File: config.mk
export PLATFORM = sky130hd
export DESIGN_NAME = seq_detect_ctrl
export DESIGN_NICKNAME = d
export VERILOG_FILES = /design/src/rtl/seq_det_pkg.sv /design/src/rtl/pattern_match_core.sv /design/src/rtl/seq_detect_ctrl.sv
export SDC_FILE = /design/constraint.sdc
export NUM_CORES = 1
export LEC_CHECK = 0
export CELL_PAD_IN_SITES_DETAIL_PLACEMENT = 0
export CELL_PAD_IN_SITES_GLOBAL_PLACEMENT = 1
export CORE_MARGIN = 2
export CORE_UTILIZATION = 39
export DETAILED_ROUTE_END_ITERATION = 6
export PLACE_DENSITY_LB_ADDON = 0.1
export SETUP_SLACK_MARGIN = 0.3
export SYNTH_ARGS = -nofsm -noshare
export SYNTH_HDL_FRONTEND = slang
export SYNTH_SLANG_ARGS = --single-unit
File: constraint.sdc
create_clock -name clk -period 3.7 [get_ports clk]
set_clock_uncertainty 0.05 [all_clocks]
set_input_delay 0.555 -clock clk [delete_from_list [all_inputs] [get_ports clk]]
set_output_delay 0.555 -clock clk [all_outputs]
set_load 0.02 [all_outputs]
File: src/rtl/seq_det_pkg.sv
// Shared definitions for the serial pattern detector blocks: controller state
// encoding and the default pattern reused by other detector instances.
package seq_det_pkg;

    typedef enum logic [1:0] {
        IDLE  = 2'b00,
        SHIFT = 2'b01,
        DONE  = 2'b10
    } state_t;

    localparam int DEF_PAT_W = 4;
    localparam logic [DEF_PAT_W-1:0] DEF_PATTERN = 4'b1101;

endpackage

File: src/rtl/pattern_match_core.sv
// Serial overlapping pattern matcher: keeps the last PAT_W-1 bits and flags a
// hit combinationally when they plus the current bit equal PATTERN.
import seq_det_pkg::*;

module pattern_match_core #(
    parameter int               PAT_W   = DEF_PAT_W,
    parameter logic [PAT_W-1:0] PATTERN = DEF_PATTERN
) (
    input  logic clk,
    input  logic rst,
    input  logic clr,
    input  logic en,
    input  logic din,
    output logic hit
);

    localparam int FILL_W = $clog2(PAT_W);
    localparam logic [FILL_W-1:0] FILL_FULL = FILL_W'(PAT_W - 1);

    logic [PAT_W-2:0]  hist;
    logic [FILL_W-1:0] fill;
    logic [PAT_W-1:0]  window;

    assign window = {hist, din};

    // fill saturates once enough history exists, so partial windows never hit
    always_ff @(posedge clk) begin
        if (rst || clr) begin
            hist <= '0;
            fill <= '0;
        end else if (en) begin
            hist <= window[PAT_W-2:0];
            if (fill != FILL_FULL) begin
                fill <= fill + FILL_W'(1);
            end
        end
    end

    assign hit = en && (fill == FILL_FULL) && (window == PATTERN);

endmodule

File: src/rtl/seq_detect_ctrl.sv
// Byte-level controller: round-robin grant between two byte requesters, MSB-first
// serialisation through the pattern matcher, per-byte match count report.
import seq_det_pkg::*;

module seq_detect_ctrl #(
    parameter int               DATA_W  = 8,
    parameter int               PAT_W   = DEF_PAT_W,
    parameter logic [PAT_W-1:0] PATTERN = DEF_PATTERN,
    parameter int               CNT_W   = $clog2(DATA_W + 1)
) (
    input  logic              clk,
    input  logic              rst,
    input  logic [1:0]        in_valid,
    input  logic [DATA_W-1:0] in_data0,
    input  logic [DATA_W-1:0] in_data1,
    output logic [1:0]        in_ready,
    output logic              busy,
    output logic              hit,
    output logic              done,
    output logic              done_id,
    output logic [CNT_W-1:0]  match_cnt
);

    localparam int IDX_W = $clog2(DATA_W);
    localparam logic [IDX_W-1:0] LAST_IDX = IDX_W'(DATA_W - 1);

    state_t            state;
    state_t            state_next;
    logic [DATA_W-1:0] shreg;
    logic [IDX_W-1:0]  bit_idx;
    logic [CNT_W-1:0]  cnt;
    logic              cur_id;
    logic              last_grant;
    logic [1:0]        grant;
    logic              take;
    logic              grant_id;
    logic              shifting;
    logic              core_hit;

    // on a tie the requester that did not win last time is granted
    always_comb begin
        grant = 2'b00;
        if (!rst && state == IDLE) begin
            if (in_valid == 2'b11) begin
                grant = last_grant ? 2'b01 : 2'b10;
            end else begin
                grant = in_valid;
            end
        end
    end

    assign in_ready = grant;
    assign take     = |(in_valid & grant);
    assign grant_id = grant[1];
    assign shifting = (state == SHIFT);

    always_ff @(posedge clk) begin
        if (rst) begin
            state <= IDLE;
        end else begin
            state <= state_next;
        end
    end

    always_comb begin
        state_next = state;
        case (state)
            IDLE:    if (take) state_next = SHIFT;
            SHIFT:   if (bit_idx == LAST_IDX) state_next = DONE;
            DONE:    state_next = IDLE;
            default: state_next = IDLE;
        endcase
    end

    always_ff @(posedge clk) begin
        if (rst) begin
            shreg      <= '0;
            bit_idx    <= '0;
            cnt        <= '0;
            cur_id     <= 1'b0;
            last_grant <= 1'b1;
        end else if (take) begin
            shreg      <= grant_id ? in_data1 : in_data0;
            cur_id     <= grant_id;
            last_grant <= grant_id;
            bit_idx    <= '0;
            cnt        <= '0;
        end else if (shifting) begin
            shreg   <= {shreg[DATA_W-2:0], 1'b0};
            bit_idx <= bit_idx + IDX_W'(1);
            if (core_hit) begin
                cnt <= cnt + CNT_W'(1);
            end
        end
    end

    // history is cleared on every accepted byte so patterns never span bytes
    pattern_match_core #(
        .PAT_W   (PAT_W),
        .PATTERN (PATTERN)
    ) u_core (
        .clk (clk),
        .rst (rst),
        .clr (take),
        .en  (shifting),
        .din (shreg[DATA_W-1]),
        .hit (core_hit)
    );

    assign busy      = (state != IDLE);
    assign hit       = core_hit;
    assign done      = (state == DONE);
    assign done_id   = done & cur_id;
    assign match_cnt = done ? cnt : '0;

endmodule
# After elaboration in Yosys (flattened, before gate mapping)

Cells that the tools add are included.

Add/subtract/negate cells: 3
$mul: 0
Divide/modulo/power cells: 0
Magnitude comparators: 0
Equality and inequality tests: 9
Shift operators: 0
Muxes and demuxes: 10
Bitwise operators: 2
Reduce and logical (&&, ||, !) cells: 13

Operators with widths:

| operator                                               | count |
|---|---|
| 2-to-1 mux 8 bit                                       | 3 |
| 2-to-1 mux 2 bit                                       | 5 |
| == test 2 bit (second input constant)                  | 3 |
| AND reduction 2 bit                                    | 3 |
| adder 4 x 1 -> 4 bit (second input constant)           | 1 |
| == test 4 bit (second input constant)                  | 1 |
| 2-to-1 mux 4 bit                                       | 1 |
| inequality test 2 bit (second input constant)          | 2 |
| one-hot mux 2 bit (2 select lines)                     | 1 |
| nonzero test 2 bit                                     | 2 |
| adder 3 x 1 -> 3 bit (second input constant)           | 1 |
| == test 3 bit (second input constant)                  | 1 |
| logical AND 1 bit                                      | 3 |
| OR reduction 3 bit                                     | 1 |
| adder 2 x 1 -> 2 bit (second input constant)           | 1 |
| AND 2 bit                                              | 1 |
| == test 2 x 1 -> 1 bit (second input constant)         | 1 |
| logical NOT 2 bit                                      | 1 |
| inequality test 2 x 1 -> 1 bit (second input constant) | 1 |
| OR reduction 2 bit                                     | 1 |
| AND 1 bit                                              | 1 |
| logical NOT 1 bit                                      | 1 |
| logical OR 1 bit                                       | 1 |

Bits in registers: 24
Bits in latches: 0
Memory bits (writable): 0
Memory bits (read-only): 0
Bits of input ports: 20
Output and inout bits: 10
Word-level logic and storage cells: 45
Memories kept: 0

# Depth between registers and ports, before layout

Gate-level depths: netlist of the first run.

Word-level depth: 7
Depth in mapped cells: 5
Gate-level depth less buffers: 4

# Hierarchy

From an unflattened synthesis of the first run, not the netlist that was laid out.

Cells, all modules: 139
Area total of the unflattened synthesis: 1271.2 um^2

Modules (own cells, without submodules):

| module             | instances | cells each | area each (um^2) | seq. area each (um^2) |
|---|---|---|---|---|
| seq_detect_ctrl    | 1         | 119        | 1057.3           | 380.4 |
| pattern_match_core | 1         | 20         | 214.0            | 100.1 |

# Worst setup path before layout of the first run

OpenSTA, ideal clock, no wires.

Path type: input -> output
Start: input rst
End: output in_ready[1]
Arrival time: 1.351 ns
Required time: 3.095 ns
Path slack: 1.744 ns
Stages on the path: 3
Buffers on the path: 1
Path through: or3_1 > clkbuf_1 > nor2_1

Cells in the longest elaborated chain, start to end: 3

Ends and longest elaborated chain:

| item               | RTL line              | RTL |
|---|---|---|
| start: declaration | seq_detect_ctrl.sv:12 | `input logic rst,` |
| logical NOT 1 bit  | seq_detect_ctrl.sv:43 | `if (!rst && state == IDLE) begin` |
| logical AND 1 bit  | seq_detect_ctrl.sv:43 |  |
| 2-to-1 mux 2 bit   | seq_detect_ctrl.sv:43 |  |
| end: declaration   | seq_detect_ctrl.sv:16 | `output logic [1:0] in_ready,` |

Every way passes these cells.

# Worst setup path after layout of the first run

Same ends and word-level chain as after synthesis.

==> results.txt, run 1 <==
- Register-to-Register Path Depth: 3
* Outcome: completed
- Die boundary height: 61.8 µm
* Yosys top cell by area: dfxtp_1
- Vias in the first global route: 1174
- Number of setup violations in the final report: 0
- Clock insertion delay at the later pin of the skew report: 0.31 ns
- Portion of the post-synthesis area used by sequential elements: 36.9%
- Walking the worst path, the cells encountered are clkdlybuf4s50_1 > or3_1 > nor2_1 > clkdlybuf4s50_1.
- Global-route wire length before repair: 5.23 mm
- 30 I/O pins were placed.
* Avg Vias per Cell: 5.51
- The tree is rooted in a clkbuf_4.
- The startpoint identified for the worst hold timing path is cur_id.
- After detailed routing, the average wire length per cell comes to 13.9 µm.
* Final worst-path cycle share: 75.5%
* PD cells: 329 mW/mm²
* Final estimated routing congestion in global placement: 0.822
- Cell leakage power: 0.610 nW
* Sum of negative setup slack: 0 ns
- Post-route DRC: 0
- Counting I/O delays and the setup requirement, the final critical path takes 2.79 ns.
* Overall track demand over capacity in global routing: 18.0%
* Max IR drop VDD: 0.256 mV
- The count of nets left with antenna violations once routing finished came out at 0.
- Synth Register Bits: 24
* Path class of the lowest-slack min-delay path: reg -> reg
- For this run, the leading register cell type out of synthesis is dfxtp_1.
- Critical path startpoint category: input port
* Yosys warning total: 0
* RSZ-0062 raised after global routing: false
- Die area: 0.00382 mm²
* Number of flops mapped to enable cells by yosys: 0
- Stage delay of the slowest cell on the critical path: 0.60 ns
- Achievable clock frequency: 358 MHz
- Post-Syn Instances: 149
- Routed wire length: 2.98 mm
- CTS built an H-tree with a depth of 1.
* Critical Path Slowest Stage Cell: clkdlybuf4s50_1
* Worst Setup Slack, final: 0.908 ns
- The clock passes through at most 2 buffers.
* Number of distinct library cells after synthesis: 40
* Hold path depth: 2
- Headroom to the max-slew limit came out at 61.8%.
- Measured along the x axis, the die boundary spans 61.8 µm.
* Area of the mapped netlist: 0.00130 mm²
- Number of hold-repair buffers added at the cts stage: 0
* Worst Hold End: cur_id
- The pre-antenna-repair detailed-routing pass consisted of 4 iterations.
* CP top delay family: buffers and inverters
- Arrival time of data at the critical path endpoint: 2.19 ns
- The max-slew violation count came to 0.
- The number of gates resized after CTS was 0.
- The floorplan has 20 rows.
* Most used cells in the layout excluding fill and tap cells: clkdlybuf4s50_1 (29), dfxtp_1 (24), nand2_1 (16), a21oi_1 (10), o21ai_0 (9)
* Slew of the pin with the lowest slew margin: 0.573 ns
- Clock-pin slew was measured on the worst setup and hold paths at 0.13 ns.
* Most common library cell in the layout ignoring fill and taps: clkdlybuf4s50_1
* Nets: 197
- Entering global routing, the biggest net connects 17 pins.
- Portion of synthesized cell area occupied by the leading cell type: 36.9%
- The initial antenna violation count came to 0.
- Critical path required time: 3.09 ns
- Number of buffer cells added on primary ports: 29
- The final number of hold-violating endpoints is 0.
- Total setup buffers inserted after CTS: 0
* Most repeated library cell on the critical path: clkdlybuf4s50_1
- Setup WS pre-CTS: 0.893 ns
* Async S/R FF share, synth: 0%
- Via count: 1184
- Endpoint class of the critical path: output pin
- Capturing point of the worst reg2reg path: shreg[7]
- Detailed placement ended at an HPWL of 2.17 mm.
- Number of diodes added for antenna fixing: 0
- Together, buffers and inverters on the worst path number 2.
- Global route total overflow: 0
- Cell types with the largest area share after synthesis: dfxtp_1 (37%), a221oi_1 (4.7%), and3b_2 (4.6%)
- TritonCTS created 3 clock buffers.
- Once the floorplan was initialized, standard cells occupied 42.0% of the core.
- Register-to-register setup slack: 1.90 ns
- For this design, the sink count on the clock tree is 24.
- Syn_nets: 173
* Critical R2R Launch: state[0]
* Proportion of layout cells with a drive suffix above 1: 12.9%
- In this run, placement finished with an instance count of 212.
- TritonCTS built the clock tree.
* Crit-path max FO: 10
- Layout overhead on the synthesized area: 24.1%
* Total of max-cap violations: 0
* Standard cell core area: 0.00310 mm²
- After the flow finishes, the layout carries non-filler instances totaling 215.
- Syn Area/Cell: 8.74 µm²
* Number of DRC violations after detailed-routing iteration 0: 91
- The setup path with the least slack is of type in -> out.
## area by class of cell
type | instances | area, µm²
Clock buffer | 3 | 22.5
Sequential cell | 24 | 480
Tap cell | 44 | 55.1
Fill cell | 321 | 1490
Multi-Input combinational cell | 107 | 731
Inverter | 6 | 22.5
Timing Repair Buffer | 31 | 305
## sequential cells by signal, summed over array words and instances, names as in the netlist
| register | cells |
|---|---|
| shreg | 8 |
| cnt | 4 |
| bit_idx | 3 |
| u_core.hist | 3 |
| state | 2 |
| u_core.fill | 2 |
| cur_id | 1 |
| last_grant | 1 |
## worst max-delay path by stage
| stage | from | endpoint | slack (ns) | cells after the start |
|---|---|---|---|---|
| 6_report | rst | in_ready[1] | 0.91 | 4 |
| 5_1_grt | rst | in_ready[1] | 0.81 | 4 |
| 3_5_place_dp | rst | in_ready[1] | 0.89 | 4 |
| 3_3_place_gp | rst | in_ready[1] | 0.90 | 4 |
| 2_1_floorplan | rst | in_ready[1] | 1.74 | 3 |
| 4_1_cts | rst | in_ready[1] | 0.89 | 4 |
## synthesized netlist by cell type (4+ instances only)
library cell and number:
and3b_2 6, a311oi_1 6, and2_1 5, a221oi_1 7, dfxtp_1 24, nand2_1 16
nor2_1 6, nand3_1 7, a21oi_1 10, o21ai_0 9, inv_1 6, clkbuf_1 5
ha_1 4
## kinds of logic after synthesis
family / share of synthesized area (%)
XOR/XNOR: 1.35
flip-flops: 36.9
adder cells (fa/ha/maj): 3.84
AND/OR/NAND/NOR: 27.3
multiplexers: 0.769
AO/OA/AOI/OAI: 22.9
buffers and inverters: 7.01
## worst reg2reg max path, cell delays in order (launching register included)
cell	delay (ns)
dfxtp_1	0.70
or2b_2	0.49
a221oi_1	0.36
a311oi_1	0.09
## routing by layer
layer | share of wire (%) | routed length (µm) | vias to the layer above | GRT usage (%)
li1 | - | - | 592 | -
met1 | 48 | 1430 | 569 | 24.5
met2 | 48 | 1430 | 23 | 29.6
met3 | 4.1 | 122 | 0 | 4.97
met4 | 0 | 0 | 0 | 1.82
met5 | 0 | 0 | - | 0
## through the flow
stage               hold WS, ns  utilization (%)  total power [mW]  area [µm²]
floorplan                 0.374                -             0.381        1300
global placement          0.395             51.4             0.421        1590
detailed placement        0.393             51.4             0.423        1590
CTS                       0.412             52.1             0.536        1620
global route              0.437             52.1             0.562        1620
finish                    0.413             52.1             0.531        1620
## report_power, final
group / switching, mW / leakage, nW / internal (mW)
Sequential: 0.0178 / 0.196 / 0.276
Combinational: 0.0633 / 0.400 / 0.0602
Clock: 0.0763 / 0.0138 / 0.0381
Power figures use the tool's default switching activity.
==> run 2: changes to the inputs <==
--- a/config.mk
+++ b/config.mk
@@ -8,7 +8,7 @@
 export CELL_PAD_IN_SITES_DETAIL_PLACEMENT = 0
 export CELL_PAD_IN_SITES_GLOBAL_PLACEMENT = 1
 export CORE_MARGIN = 2
-export CORE_UTILIZATION = 39
+export CORE_UTILIZATION = 33
 export DETAILED_ROUTE_END_ITERATION = 6
 export PLACE_DENSITY_LB_ADDON = 0.1
 export SETUP_SLACK_MARGIN = 0.3
==> constraint.sdc (replaced) <==
create_clock -name clk -period 2.3 [get_ports clk]
set_clock_uncertainty 0.05 [all_clocks]
set_input_delay 0.345 -clock clk [delete_from_list [all_inputs] [get_ports clk]]
set_output_delay 0.345 -clock clk [all_outputs]
set_load 0.02 [all_outputs]
==> run 2 against run 1 <==
Sequential share of layout area shrank 1.3 points. Setup slack lost 0.50 ns. Highest routed layer is now met4. Combinational power grew 72%. Wire length grew 1.9%. Final area grew 5.5%. Power grew 81%. Sequential power grew 61%. Critical path type is now reg -> out. First-iteration DRC count grew 11%.
==> results.txt, run 2 (same netlist as run 1, synthesis figures left out) <==
- The flow ran to the end, and the final reports show no timing, DRC or antenna violations.
- The post-CTS setup-driven buffer insertion count is 0 (unchanged).
- Crit-path max FO: 6 (-4)
- The detailed-routing iteration count for the pre-antenna-repair pass was 4 (unchanged).
* Via count: 1224 (+3.4%)
* Standard cell core area: 0.00372 mm² (+20%)
- Number of setup violations in the final report: 0 (unchanged)
- Largest reg by FF count: shreg
- The max-slew violation count is 0 (unchanged).
* Number of buffers inserted during clock tree synthesis: 3 (unchanged)
- The total wire length is 3.04 mm (+1.9%).
* Stage delay of the slowest cell on the critical path: 0.62 ns (+0.02 ns)
- Critical path required time: 1.90 ns (-1.19 ns)
- The post-detailed-route wirelength per cell was 13.5 µm (-3.0%).
- Number of DRC violations after detailed-routing iteration 0: 101 (+11%)
- Global route total overflow: 0 (unchanged)
- Largest net degree at the start of global routing: 17 (unchanged)
- Tmin final: 1.89 ns
* Post-route DRC: 0 (unchanged)
- The starting density of the core was 35.1% (-6.9 points).
- Estimated wirelength of the detail-placed design: 2.32 mm (+6.9%)
- In the final layout, the registers with the most flip-flops are shreg x8, cnt x4.
- The transition time at the pin with the least slew margin was 0.373 ns (-0.200 ns).
- The data arrival at the endpoint of the critical path was 1.49 ns (-0.70 ns).
- Of the available clock period, the critical path in the final layout requires 82.1%.
- The number of routed nets with antenna violations came to 0 (unchanged).
- The worst slack on hold paths is 0.402 ns (-0.0111 ns).
- Final estimated routing congestion in global placement: 0.780 (-5.1%)
- The final number of hold-violating endpoints is 0 (unchanged).
* Total of max-cap violations: 0 (unchanged)
- Critical Path Slowest Stage Cell: clkdlybuf4s50_1
- CTS tree: built
* Number of antenna violations at the first check in global routing: 0 (unchanged)
* Total clock sinks: 24 (unchanged)
- Most used cells in the layout excluding fill and tap cells: dfxtp_1 (22), clkdlybuf4s50_1 (20), nand2_1 (16), a21oi_1 (10), o21ai_0 (9)
- The headroom to the max-slew limit is 75.0% (+13 points).
- The overall global routing resource usage came to 15.4% (-2.6 points).
* Root buffer cell: clkbuf_8
- Horizontal die dimension: 66.8 µm (+8.1%)
* Buffer depth of the longest clock path: 2 (unchanged)
- The number of buffers added to fix hold violations after cts came to 0 (unchanged).
* Path class of the lowest-slack min-delay path: reg -> reg
- Layout overhead on the synthesized area: 30.9%
- RSZ-0062 raised after global routing: false
- Cell leakage power: 0.710 nW (+16%)
* Achievable clock frequency: 529 MHz
- Die boundary height: 66.8 µm (+8.1%)
- Number of diodes added for antenna fixing: 0 (unchanged)
- Number of buffer cells added on primary ports: 29 (unchanged)
* Nets: 203 (+3.0%)
- The via count of the first global-routing pass came to 1197 (+2.0%).
- Number of flip-flops in the largest register: 8 (unchanged)
- Worst path cell trace: nor2b_4 > clkdlybuf4s50_1
- The average via count per standard cell was 5.42 (-1.7%).
- The final total negative setup slack came to 0 ns (unchanged).
- The CTS clock-pin slew for the worst setup and hold paths was 0.09 ns (-0.04 ns).
- The level count of the clock H-tree came to 1 (unchanged).
* Core Rows: 22 (+10%)
- STA classifies the critical path startpoint as a register.
* Endpoint class of the critical path: output pin
- Proportion of layout cells with a drive suffix above 1: 18.5% (+5.7 points)
* Most common library cell in the layout ignoring fill and taps: dfxtp_1
- Die area: 0.00447 mm² (+17%)
- The setup path with the least slack is of type reg -> out.
- The power density over cell area was 566 mW/mm² (+72%).
- Clock insertion delay at the later pin of the skew report: 0.26 ns (-0.05 ns)
- Top-Level Pins: 30 (unchanged)
* Max IR drop VDD: 0.427 mV (+67%)
- The global-route wire length before repair was 5.40 mm (+3.2%).
[run 2: changes by cell type in the layout (fill, tap and decap cells not counted), moves of 2 or more]
cell and delta:
dlymetal6s2s_1 +2, buf_4 +6, clkbuf_4 -3, dlygate4sd2_1 +5, clkdlybuf4s50_1 -9, dfxtp_1 -2
clkbuf_8 +4
[run 2: cell type report]
type,instances,area [µm²]
repair buffers,37,344
well taps,48,60.1
inverters,6,22.5
flip-flops and latches,24,485
clock buffers,4,55.1
fillers,368,2010
multi-input cells,107,738
[run 2: report_power, final]
group	internal (mW)	leakage [nW]	switching [mW]
combinational	0.105	0.484	0.105
sequential	0.444	0.197	0.0279
clock	0.153	0.0288	0.129
[run 2: repair_timing]
| item | CTS | global route |
|---|---|---|
| endpoints found under the hold margin | 0 | 0 |
| gates resized for setup | 12 | 5 |
| endpoints found under the setup margin | 10 | 4 |
[run 2: path summary, 6_finish.rpt]
path                                from  endpoint  slack [ns]  cells after the start
worst max-delay path            state[1]      done        0.41                      2
worst min-delay path              cur_id    cur_id        0.40                      2
worst max register to register  state[1]  shreg[3]        0.73                      4
worst min register to register    cur_id    cur_id        0.40                      2
[run 2: worst max-delay path, delay by kind of cell, from the launching register on]
kind,cells,cell delay [ns]
flip-flops,1,0.41
AND/OR/NAND/NOR,1,0.21
buffers and inverters,1,0.62
[run 2: through the flow]
| step | power [mW] | util, % | instance area (µm²) | std cells | worst slack (ns) |
|---|---|---|---|---|---|
| floorplan | 0.614 | - | 1300 | 149 | 0.665 |
| global route | 1.03 | 45.9 | 1710 | 226 | 0.317 |
| global placement | 0.689 | 44.2 | 1640 | 222 | 0.0697 |
| detailed placement | 0.694 | 44.2 | 1640 | 222 | 0.0585 |
| CTS | 0.982 | 45.8 | 1700 | 226 | 0.0627 |
| finish | 0.964 | 45.9 | 1710 | 226 | 0.411 |
[run 2: per-layer routing]
metal / track usage, % / routed length (µm)
met2: 24.6 / 1330
met1: 21.3 / 1500
met3: 3.72 / 147
met5: 0 / 0
met4: 2.81 / 62
==> run 3: changes to the inputs <==
==> constraint.sdc (replaced) <==
create_clock -name clk -period 1.72 [get_ports clk]
set_clock_uncertainty 0.05 [all_clocks]
set_input_delay 0.258 -clock clk [delete_from_list [all_inputs] [get_ports clk]]
set_output_delay 0.258 -clock clk [all_outputs]
set_load 0.02 [all_outputs]
==> run 3 against run 2 <==
Final area increased by 28%. Die area unchanged. Flip-flop and latch count did not move. Sequential share of layout area fell by 6.0 points. Combinational power grew 120%. Count of clock-buffer cells in the layout stayed put. Hold slack gained 0.028 ns. Largest power group unchanged.
==> results.txt, run 3 (same netlist as run 1, synthesis figures left out) <==
- Setup repair after global routing could not meet its margin everywhere.
- The number of flip-flops in the largest register is 8 (unchanged).
- Number of buffer cells added on primary ports: 29 (unchanged)
- Clock slew at the register clock pins of the worst setup and hold paths: 0.08 ns (about the same)
- Via count: 1332 (+8.8%)
- Root buffer cell: clkbuf_8
- Area post-placement: 0.00175 mm² (+6.6%)
- The largest individual stage delay along the critical path comes from the cell or3_4.
- The flow ran to the end, and the final reports show no timing, DRC or antenna violations.
- Largest reg by FF count: shreg
- The boundary pin count is 30 (unchanged).
* Hold violation count in the final report: 0 (unchanged)
- Crit-path max FO: 3 (-3)
- The library cell used most frequently in the layout, excluding fill and tap cells, is buf_6.
* Relative slew slack: 81.9% (+6.8 points)
* Die boundary height: 66.8 µm (unchanged)
* Stage delay of the slowest cell on the critical path: 0.39 ns (-0.23 ns)
- The final net count is 227 (+12%).
* Max-slew violation count: 0 (unchanged)
- TritonCTS built the clock tree.
- The via count of the first global-routing pass came to 1283 (+7.2%).
* Avg Vias per Cell: 5.33 (-1.6%)
- The final worst-path setup slack is 0.216 ns (-0.194 ns).
- Arrival time of data at the critical path endpoint: 1.20 ns (-0.29 ns)
- Antenna-violating nets left: 0 (unchanged)
- Clock insertion delay at the later pin of the skew report: 0.27 ns (about the same)
- The total power of the final layout came to 1.47 mW (+52%).
- Tmin final: 1.50 ns
- The final total negative setup slack was 0 ns (unchanged).
- The power density over cell area came to 675 mW/mm² (+19%).
- Core Rows: 22 (unchanged)
* Initial core utilization: 35.1% (unchanged)
* Post-route DRC: 0 (unchanged)
- The min-delay analysis places its worst path in the category reg -> reg.
* Die area: 0.00447 mm² (unchanged)
* Utilization of the core after routing: 58.6% (+13 points)
- The instance count after placement with tap cells included was 234 (+5.4%).
* Max IR drop VDD: 0.443 mV (+3.6%)
- The library cells used most frequently in the layout, excluding fill and tap cells, are buf_6 (22), dfxtp_1 (20), buf_4 (18), nand2_1 (16), clkdlybuf4s50_1 (16).
* Overall track demand over capacity in global routing: 18.1% (+2.6 points)
- Setup WS pre-CTS: -0.360 ns (-0.418 ns)
- The detailed-routing iteration count for the pre-antenna-repair pass came to 4 (unchanged).
* Total clock sinks: 24 (unchanged)
* Slew of the pin with the lowest slew margin: 0.270 ns (-0.103 ns)
- Estimated wirelength of the detail-placed design: 2.47 mm (+6.6%)
* Buffers plus inverters on the worst setup path: 1 (unchanged)
- Derived from the worst setup path, the maximum achievable clock frequency is 665 MHz.
- The level count of the clock H-tree is 1 (unchanged).
- Number of antenna violations at the first check in global routing: 0 (unchanged)
- The required time of the critical path is 1.41 ns (-0.49 ns).
- The largest registers in the layout are shreg x8, cnt x4.
- Number of setup violations in the final report: 0 (unchanged)
- Relative to the synthesized area, the layout overhead comes to 67.1%.
- Of the available clock period, the critical path in the final layout requires 87.4%.
- The max-capacitance violation count is 0 (unchanged).
- On the critical path the largest part of the delay comes from simple AND/OR/NAND/NOR gates.
* Number of DRC violations after detailed-routing iteration 0: 36 (-64%)
* Standard cell core area: 0.00372 mm² (unchanged)
* Worst path cell trace: or3_4 > nor2_4 > buf_6
* Post-route cell area: 0.00218 mm² (+28%)
- Global route total overflow: 0 (unchanged)
- The number of antenna repair diodes came to 0 (unchanged).
- The global-route wire length before repair is 6.15 mm (+14%).
- The number of CTS-inserted buffers came to 3 (unchanged).
- The total wire length is 3.80 mm (+25%).
- STA classifies the critical path startpoint as a register.
- Final estimated routing congestion in global placement: 0.793 (+1.7%)
- Worst hold slack across all endpoints: 0.430 ns (+0.0283 ns)
- The die width was 66.8 µm (unchanged).
- Largest net degree at the start of global routing: 14 (-3)
- Average detailed-routed wire length per instance: 15.2 µm (+13%)
- The maximum clock insertion buffer count was 2 (unchanged).
* Cell leakage power: 0.868 nW (+22%)
* Proportion of layout cells with a drive suffix above 1: 51.0% (+32 points)
- Endpoint class of the critical path: output pin
* Worst setup path class: reg -> out
- The non-filler instance count after layout is 250 (+11%).
## run 3: layer usage
metal  wire length, µm  track usage [%]  part of all wire [%]  vias up
li1                  -                -                     -      655
met1              1740             23.8                    46      644
met2              1850             30.3                    49       31
met3               183             4.39                   4.8        2
met4                23             3.06                  0.61        0
met5                 0                0                     0        -
## run 3: worst paths after layout
path | startpoint | to | slack [ns] | cells after the start
setup reg to reg | state[1] | shreg[5] | 0.24 | 5
hold / removal | u_core.hist[0] | u_core.hist[1] | 0.43 | 2
hold reg to reg | u_core.hist[0] | u_core.hist[1] | 0.43 | 2
setup / recovery | state[0] | in_ready[1] | 0.22 | 3
## run 3: where the power goes
group / switching, mW / internal (mW)
clock: 0.179 / 0.204
sequential: 0.0318 / 0.593
combinational: 0.218 / 0.242
total: 0.428 / 1.04
## run 3: final cells by class
type / instances / area, µm²
clock buffers: 4 / 55.1
multi-input cells: 107 / 952
inverters: 6 / 22.5
flip-flops and latches: 24 / 488
well taps: 48 / 60.1
fillers: 354 / 1540
repair buffers: 61 / 598
## run 3: worst min-delay path, cell delays in order, from the launching register on
cell     delay (ns)
dfxtp_1        0.32
nand2_1        0.07
a21oi_2        0.05
## run 3: timing repair
action | CTS | global route
pin swaps | 14 | 16
gates resized for setup | 92 | 37
gates cloned | 1 | 0
endpoints found under the hold margin | 0 | 0
hold buffers | 0 | 0
setup endpoints to repair | 32 | 31
buffers inserted | 8 | 3
